[config.mk]
export PLATFORM = sky130hd
export DESIGN_NAME = efuse_seq_ctrl
export DESIGN_NICKNAME = d
export VERILOG_FILES = /design/src/rtl/efuse_pkg.sv /design/src/rtl/efuse_seq_ctrl.sv
export SDC_FILE = /design/constraint.sdc
export NUM_CORES = 1
export LEC_CHECK = 0
export CAP_MARGIN = 20
export CORE_MARGIN = 2
export CORE_UTILIZATION = 48
export CTS_BUF_LIST = sky130_fd_sc_hd__clkbuf_4
export DETAILED_ROUTE_END_ITERATION = 7
export PLACE_DENSITY = 0.75
export SYNTH_ARGS = -nofsm -noshare
export SYNTH_HDL_FRONTEND = slang
export SYNTH_SLANG_ARGS = --single-unit
[constraint.sdc]
create_clock -name clk -period 2.9 [get_ports clk]
set_clock_uncertainty 0.1 [all_clocks]
set_input_delay 0.58 -clock clk [delete_from_list [all_inputs] [get_ports clk]]
set_output_delay 0.58 -clock clk [all_outputs]
set_load 0.05 [all_outputs]
[src/rtl/efuse_pkg.sv]
// Shared definitions for the eFuse sequencing controller.
// Holds the sequencer state encoding and the fuse array geometry.
package efuse_pkg;

   localparam int EFUSE_BITS_PER_WORD = 32;
   localparam int EFUSE_WORDS         = 8;

   typedef enum logic [2:0] {
      ST_IDLE      = 3'd0,
      ST_ISSUE     = 3'd1,
      ST_ARM       = 3'd2,
      ST_WAIT_DONE = 3'd3,
      ST_GAP       = 3'd4,
      ST_CLEAR     = 3'd5,
      ST_FINISH    = 3'd6
   } efuse_state_e;

endpackage

[src/rtl/efuse_seq_ctrl.sv]
// eFuse word sequencer: walks the 32 bits of one fuse word, issuing one
// strobe per bit to the AEN generator for reads or programs, with a per-bit
// timeout and a configurable idle gap between accesses.
//
// Ports:
//   clk, rst_n                       clock, async active-low reset
//   cmd_valid/cmd_ready              command handshake (ready only in IDLE)
//   cmd_write, cmd_word, cmd_wdata   1=program/0=read, word index, program data
//   rg_efuse_tpgm, rg_efuse_tgap     strobe width, idle cycles between bits
//   efuse_reg_mode .. efuse_addr     controls to the AEN generator
//   efuse_aen_done, efuse_dout       generator done level, macro read bit
//   rdata, rdata_valid, busy, err    read result, result strobe, status
//
// state      | meaning
// -----------+-----------------------------------------------------------
// IDLE       | waiting for a command, cmd_ready high
// ISSUE      | refresh pulse for the current bit, or skip it
// ARM        | two cycles letting the generator drop done
// WAIT_DONE  | waiting for done or the timeout
// GAP        | rg_efuse_tgap idle cycles before the next bit
// CLEAR      | refresh with pgmen=rden=0 to clear generator address memory
// FINISH     | rdata_valid pulse on reads, then back to IDLE
module efuse_seq_ctrl
   import efuse_pkg::*;
#(
   parameter int TMO_MARGIN = 8
) (
   input  logic        clk,
   input  logic        rst_n,
   input  logic        cmd_valid,
   output logic        cmd_ready,
   input  logic        cmd_write,
   input  logic [2:0]  cmd_word,
   input  logic [31:0] cmd_wdata,
   input  logic [9:0]  rg_efuse_tpgm,
   input  logic [3:0]  rg_efuse_tgap,
   output logic        efuse_reg_mode,
   output logic        efuse_refresh,
   output logic        efuse_pgmen,
   output logic        efuse_rden,
   output logic [7:0]  efuse_addr,
   input  logic        efuse_aen_done,
   input  logic        efuse_dout,
   output logic [31:0] rdata,
   output logic        rdata_valid,
   output logic        busy,
   output logic        err
);

   efuse_state_e state_q, state_d;

   logic        wr_q;
   logic [2:0]  word_q;
   logic [31:0] wdata_q;
   logic [4:0]  bit_q;
   logic        arm_q;
   logic [9:0]  tmo_q;
   logic [3:0]  gap_q;

   logic [7:0]  cur_addr;
   logic        skip;
   logic        last_bit;
   logic [10:0] tmo_limit;
   logic        tmo_hit;
   logic        wait_exit;
   logic        bit_done;
   logic        in_cmd;

   assign cur_addr  = {word_q, bit_q};
   // Address 0 is reserved; zero program bits need no strobe.
   assign skip      = (cur_addr == 8'd0) || (wr_q && !wdata_q[bit_q]);
   assign last_bit  = (bit_q == 5'(EFUSE_BITS_PER_WORD - 1));
   assign tmo_limit = {1'b0, rg_efuse_tpgm} + 11'(TMO_MARGIN);
   // The all-ones term keeps a limit beyond the counter range from hanging.
   assign tmo_hit   = (({1'b0, tmo_q} + 11'd1) >= tmo_limit) || (tmo_q == 10'h3ff);
   assign wait_exit = (state_q == ST_WAIT_DONE) && (efuse_aen_done || tmo_hit);
   assign bit_done  = ((state_q == ST_ISSUE) && skip)
                    || (wait_exit && (rg_efuse_tgap == 4'd0))
                    || ((state_q == ST_GAP) && (gap_q == 4'd0));

   always_ff @(posedge clk or negedge rst_n) begin
      if (!rst_n) state_q <= ST_IDLE;
      else        state_q <= state_d;
   end

   always_comb begin
      state_d = state_q;
      unique case (state_q)
         ST_IDLE:      if (cmd_valid) state_d = ST_ISSUE;
         ST_ISSUE:     if (!skip) state_d = ST_ARM;
                       else if (last_bit) state_d = ST_CLEAR;
         ST_ARM:       if (arm_q) state_d = ST_WAIT_DONE;
         ST_WAIT_DONE: if (wait_exit) begin
                          if (rg_efuse_tgap != 4'd0) state_d = ST_GAP;
                          else if (last_bit)         state_d = ST_CLEAR;
                          else                       state_d = ST_ISSUE;
                       end
         ST_GAP:       if (gap_q == 4'd0) state_d = last_bit ? ST_CLEAR : ST_ISSUE;
         ST_CLEAR:     state_d = ST_FINISH;
         ST_FINISH:    state_d = ST_IDLE;
         default:      state_d = ST_IDLE;
      endcase
   end

   always_ff @(posedge clk or negedge rst_n) begin
      if (!rst_n) begin
         wr_q    <= 1'b0;
         word_q  <= 3'd0;
         wdata_q <= 32'd0;
         bit_q   <= 5'd0;
         arm_q   <= 1'b0;
         tmo_q   <= 10'd0;
         gap_q   <= 4'd0;
         rdata   <= 32'd0;
         err     <= 1'b0;
      end else begin
         if ((state_q == ST_IDLE) && cmd_valid) begin
            wr_q    <= cmd_write;
            word_q  <= cmd_word;
            wdata_q <= cmd_wdata;
            bit_q   <= 5'd0;
            err     <= 1'b0;
            if (!cmd_write) rdata <= 32'd0;
         end
         if (state_q == ST_ISSUE) arm_q <= 1'b0;
         if (state_q == ST_ARM) begin
            arm_q <= 1'b1;
            tmo_q <= 10'd0;
         end
         if ((state_q == ST_WAIT_DONE) && (tmo_q != 10'h3ff)) tmo_q <= tmo_q + 10'd1;
         if (wait_exit) begin
            gap_q <= rg_efuse_tgap - 4'd1;
            if (efuse_aen_done) begin
               if (!wr_q) rdata[bit_q] <= efuse_dout;
            end else begin
               err <= 1'b1;
               if (!wr_q) rdata[bit_q] <= 1'b0;
            end
         end
         if ((state_q == ST_GAP) && (gap_q != 4'd0)) gap_q <= gap_q - 4'd1;
         if (bit_done && !last_bit) bit_q <= bit_q + 5'd1;
      end
   end

   always_comb begin
      in_cmd         = (state_q == ST_ISSUE) || (state_q == ST_ARM)
                    || (state_q == ST_WAIT_DONE) || (state_q == ST_GAP);
      cmd_ready      = (state_q == ST_IDLE);
      busy           = (state_q != ST_IDLE);
      efuse_reg_mode = busy;
      efuse_pgmen    = in_cmd && wr_q;
      efuse_rden     = in_cmd && !wr_q;
      efuse_addr     = in_cmd ? cur_addr : 8'd0;
      efuse_refresh  = ((state_q == ST_ISSUE) && !skip) || (state_q == ST_CLEAR);
      rdata_valid    = (state_q == ST_FINISH) && !wr_q;
   end

endmodule

==> impl_summary.md <==
Synthesis
Synthesis handed over a netlist of 576 instances. The most used flip-flop cell after synthesis is sky130_fd_sc_hd__dfrtp_1. The number of different library cells in the post-synthesis netlist is 52. The synthesized area divided by synthesized cell count is 8.81 sq um. After synthesis, the share of flip-flops with an asynchronous set or reset is 1.00.

The synthesized netlist occupies a cell area of 5080 sq um. Counting every net in the synthesized netlist gives 650. For this run, the number of Yosys warnings is 0. The share of the Yosys chip area taken by registers is 0.453. The number of enable flip-flop cells after synthesis is 0.

Counting flops and latches in the post-synthesis netlist gives 92.

STA
The maximum frequency from static timing analysis is 320 MHz. The worst hold slack is 15.7 ps. In the finished design, the share of the clock period the worst path needs comes to 1.08. The final hold violation count is 0. Headroom to the max-slew limit came out at 0.472. The setup-violating endpoint count in the final report is 40.

Once routing completed, OpenROAD measured the worst setup slack at -225 ps. At the pin with the least slew margin, the transition time is 791 ps. Setup repair after global routing could not meet its margin everywhere. The max-slew violation total from the final report is 0. The smallest clock period supported by the final layout is computed as 3120 ps.

Power
The fraction of power consumed by combinational cells is 0.513. The share of total power consumed by net switching is 0.434. Dividing total power by cell area gives a power density of 788 nW/um^2. The leakage power of the design is 3.66 nW.

The maximum vdd drop is 714 uV. The internal power component is 3.25 mW. The clock network power share is 0.143. The relative contribution of sequential cells to total power is 0.343. The power dissipated by switching net loads is 2.49 mW.

Clock tree
The number of hold-repair buffers added at the cts stage is 0. The root buffer cell chosen for the clock tree is sky130_fd_sc_hd__clkbuf_4. Clock tree synthesis inserted a total of 9 buffers. TritonCTS built the clock tree. The clock sink total is 92. The clock-pin slew of the registers on the worst-case setup and hold paths is 150 ps. No sink is reached through more buffers than the 2 on the longest clock path. The H-tree was split into 3 levels. The source-to-sink clock delay at the later pin of the worst-skew pair is 440 ps.

Die
The die covers 11400 sq um. The core region is 10300 sq um. Row generation in the floorplan step produced 37 rows.

The die width is 107 um. The die is 107 um tall. The initial utilization of the core area, before any placement, comes to 0.494. 103 I/O pins were placed.

Global route
The total overflow left after global routing is 0. The via count of the first global-routing pass is 4607. Entering global routing, the biggest net connects 48 pins. The number of antenna violations at the first check in global routing was 1. The first-pass GRT wire length is 21700 um.

In the global route stage, overall resource usage came out at 0.239.

Routing
The mean number of vias per cell is 5.36. The final layout contains routed wiring with a total length of 13900 um. Summing over every cut layer, the via total after detailed routing is 4619. Before antenna repair, the detailed router went through 5 iterations. After detailed routing, the number of remaining DRC violations is 0.

After detailed routing, the average wire length per cell comes to 16.1 um. The count of nets left with antenna violations after detail routing is 0. The initial DRC count is 301.

Critical path
The endpoint of the most critical register-to-register path is rdata[11]$_DFF_PN0_. Setup slack on the worst reg-to-reg path comes out at -210 ps. The critical path goes through clkdlybuf4s50_1 > ha_2 > inv_1 > ha_1 > a21o_1 > a211o_1 > a41oi_2 > o31ai_4 > nand2b_1 > buf_6 > buf_4 > nor3b_4 > nand2_1 > mux2i_1.

The startpoint identified for the worst register-to-register timing path is tmo_q[0]$_DFFE_PN0P_. The largest fanout of any net on the critical path is 8. The logic depth of the worst path, buffers included is 14. STA classifies the critical path startpoint as an input port.

Data arrives at the worst endpoint at 3360 ps. The largest stage delay on the critical path is 450 ps. The capture point of the critical path is rdata[11]$_DFF_PN0_. Among cell families on the critical path, the largest total delay comes from buffers and inverters. The slowest stage of the critical path belongs to the cell sky130_fd_sc_hd__clkdlybuf4s50_1. By startpoint and endpoint, the worst setup path is classified as input port to register. The required time of the critical path is 3130 ps. The endpoint kind of the worst setup timing path is a register. The number of buffers and inverters on the critical path is 4. The worst reg-to-reg path cell count is 14. The startpoint of the worst setup timing path is rg_efuse_tpgm[3].

Final layout
The fraction of final layout cells sized beyond drive strength 1 is 0.244. At the end of the flow the core is filled with cells to 0.709. The post-synthesis to final-layout area growth is 43.5%.

In the layout the commonest cells are 185 x sky130_fd_sc_hd__nand2_1, 89 x sky130_fd_sc_hd__dfrtp_1, 88 x sky130_fd_sc_hd__clkdlybuf4s50_1, 54 x sky130_fd_sc_hd__buf_4, 37 x sky130_fd_sc_hd__mux2i_1. The post-route standard cell area excluding fillers is 7280 sq um. The final net count is 793. The library cell used most frequently in the layout, excluding fill and tap cells, is sky130_fd_sc_hd__nand2_1. Once layout is complete, the cells apart from fillers number 861.

Place
After detailed placement, the design holds a cell count of 826. The congestion estimate from routability-driven global placement came to 0.818. The post-place instance area is 6580 sq um. The post-detailed-placement half-perimeter wirelength is 9440 um.

The total of buffers placed on input and output ports is 102.

Hold path
The min-delay analysis places its worst path in the category input port to asynchronous set/reset pin.

Flow run
The max-capacitance violation count is 0.

Status
The run finished, with violations left. The checks that failed: setup timing.
## power by group through the flow
stage / Sequential (mW) / Combinational [mW] / Clock [mW]
5_1_grt: 2.01 / 3.18 / 0.890
3_5_place_dp: 1.96 / 2.55 / 0
6_report: 1.97 / 2.95 / 0.824
3_3_place_gp: 1.94 / 2.49 / 0
4_1_cts: 1.95 / 2.70 / 0.833
2_1_floorplan: 1.90 / 1.70 / 0
## area by class of cell
class	count	area, sq um
antenna	1	2.50
clock buffer	11	82.6
clock inverter	5	85.1
fill	773	2990
inverter	12	46.3
multi-input combinational	441	2980
sequential	92	2310
tap	136	170
timing repair buffer	163	1610
## cell usage after synthesis, drive strengths merged (3+ instances only)
master  instances  area, sq um
nand2b         11         68.8
xor2            7         61.3
ha             19          238
nor2           23         86.3
nand3          27          135
o21ai          17         85.1
a21o            3         22.5
inv            11         41.3
mux2            8         90.1
mux2i          37          370
dfrtp          92         2300
mux4            3         67.6
and3            3         18.8
a22oi           5         37.5
nor3            7         45.0
a211oi          3         22.5
nand2         204          766
a21oi          14         70.1
clkbuf         22         82.6
nor3b           8         80.1
xnor2           7         61.3
buf             9         55.1
and2            8         50.1
## kinds of logic (layout without fill, tap and decap cells)
group           Yosys count  in the layout  share of synthesized area
buf+inv                  43            191                     0.0360
compound gates           56             56                     0.0702
xor+xnor                 14             14                     0.0242
other cells               0              1                          0
mux                      48             48                      0.104
fa+ha+maj                19             19                     0.0468
flops                    92             92                      0.453
simple gates            304            304                      0.265
## state kept, by name, summed over array words and instances, names as in the netlist
| register | count |
|---|---|
| rdata | 32 |
| wdata_q | 32 |
| tmo_q | 10 |
| bit_q | 5 |
| gap_q | 4 |
| state_q | 3 |
| word_q | 3 |
| arm_q | 1 |
| err | 1 |
| wr_q | 1 |
## stage by stage
step | setup slack (ps) | total power [mW] | setup TNS, ps
floorplan | -82.1 | 3.60 | -144
global placement | -598 | 4.43 | -22950
detailed placement | -683 | 4.51 | -25910
CTS | -269 | 5.48 | -7190
global route | -389 | 6.08 | -12730
finish | -225 | 5.74 | -5740
## worst min path at each step
stage / end / cells past startpoint
6_report: gap_q[0]$_DFFE_PN0P_ / 1
2_1_floorplan: arm_q$_DFFE_PN0P_ / 0
5_1_grt: gap_q[0]$_DFFE_PN0P_ / 1
3_5_place_dp: wdata_q[29]$_DFFE_PN0P_ / 2
4_1_cts: gap_q[0]$_DFFE_PN0P_ / 1
3_3_place_gp: wdata_q[3]$_DFFE_PN0P_ / 2
## per-layer routing
layer  wire length [um]  share of wire  track usage  vias to the layer above
met4                269          0.019       0.0751                        0
met1               5950           0.43        0.311                     2250
met3                615          0.044       0.0419                       20
met5                  0              0            0                        -
li1                   -              -            -                     2208
met2               7030           0.51        0.408                      141
## worst register-to-register path: stages (launching register included)
cell                       delay (ps)
sky130_fd_sc_hd__dfrtp_1          450
sky130_fd_sc_hd__nand3_2          110
sky130_fd_sc_hd__nor2_2           120
sky130_fd_sc_hd__and3_4           200
sky130_fd_sc_hd__nand3_2           90
sky130_fd_sc_hd__xnor2_2          170
sky130_fd_sc_hd__ha_1             310
sky130_fd_sc_hd__nand4_1          140
sky130_fd_sc_hd__o31ai_4          240
sky130_fd_sc_hd__nand2b_1         110
sky130_fd_sc_hd__buf_6            160
sky130_fd_sc_hd__buf_4            150
sky130_fd_sc_hd__nor3b_4          360
sky130_fd_sc_hd__nand2_1          140
sky130_fd_sc_hd__mux2i_1          160
## what timing repair did
item	CTS	global route
gates resized for setup	38	57
setup endpoints to repair	51	52
pin swaps	24	22
buffers inserted	7	12
Power figures use the tool's default switching activity.
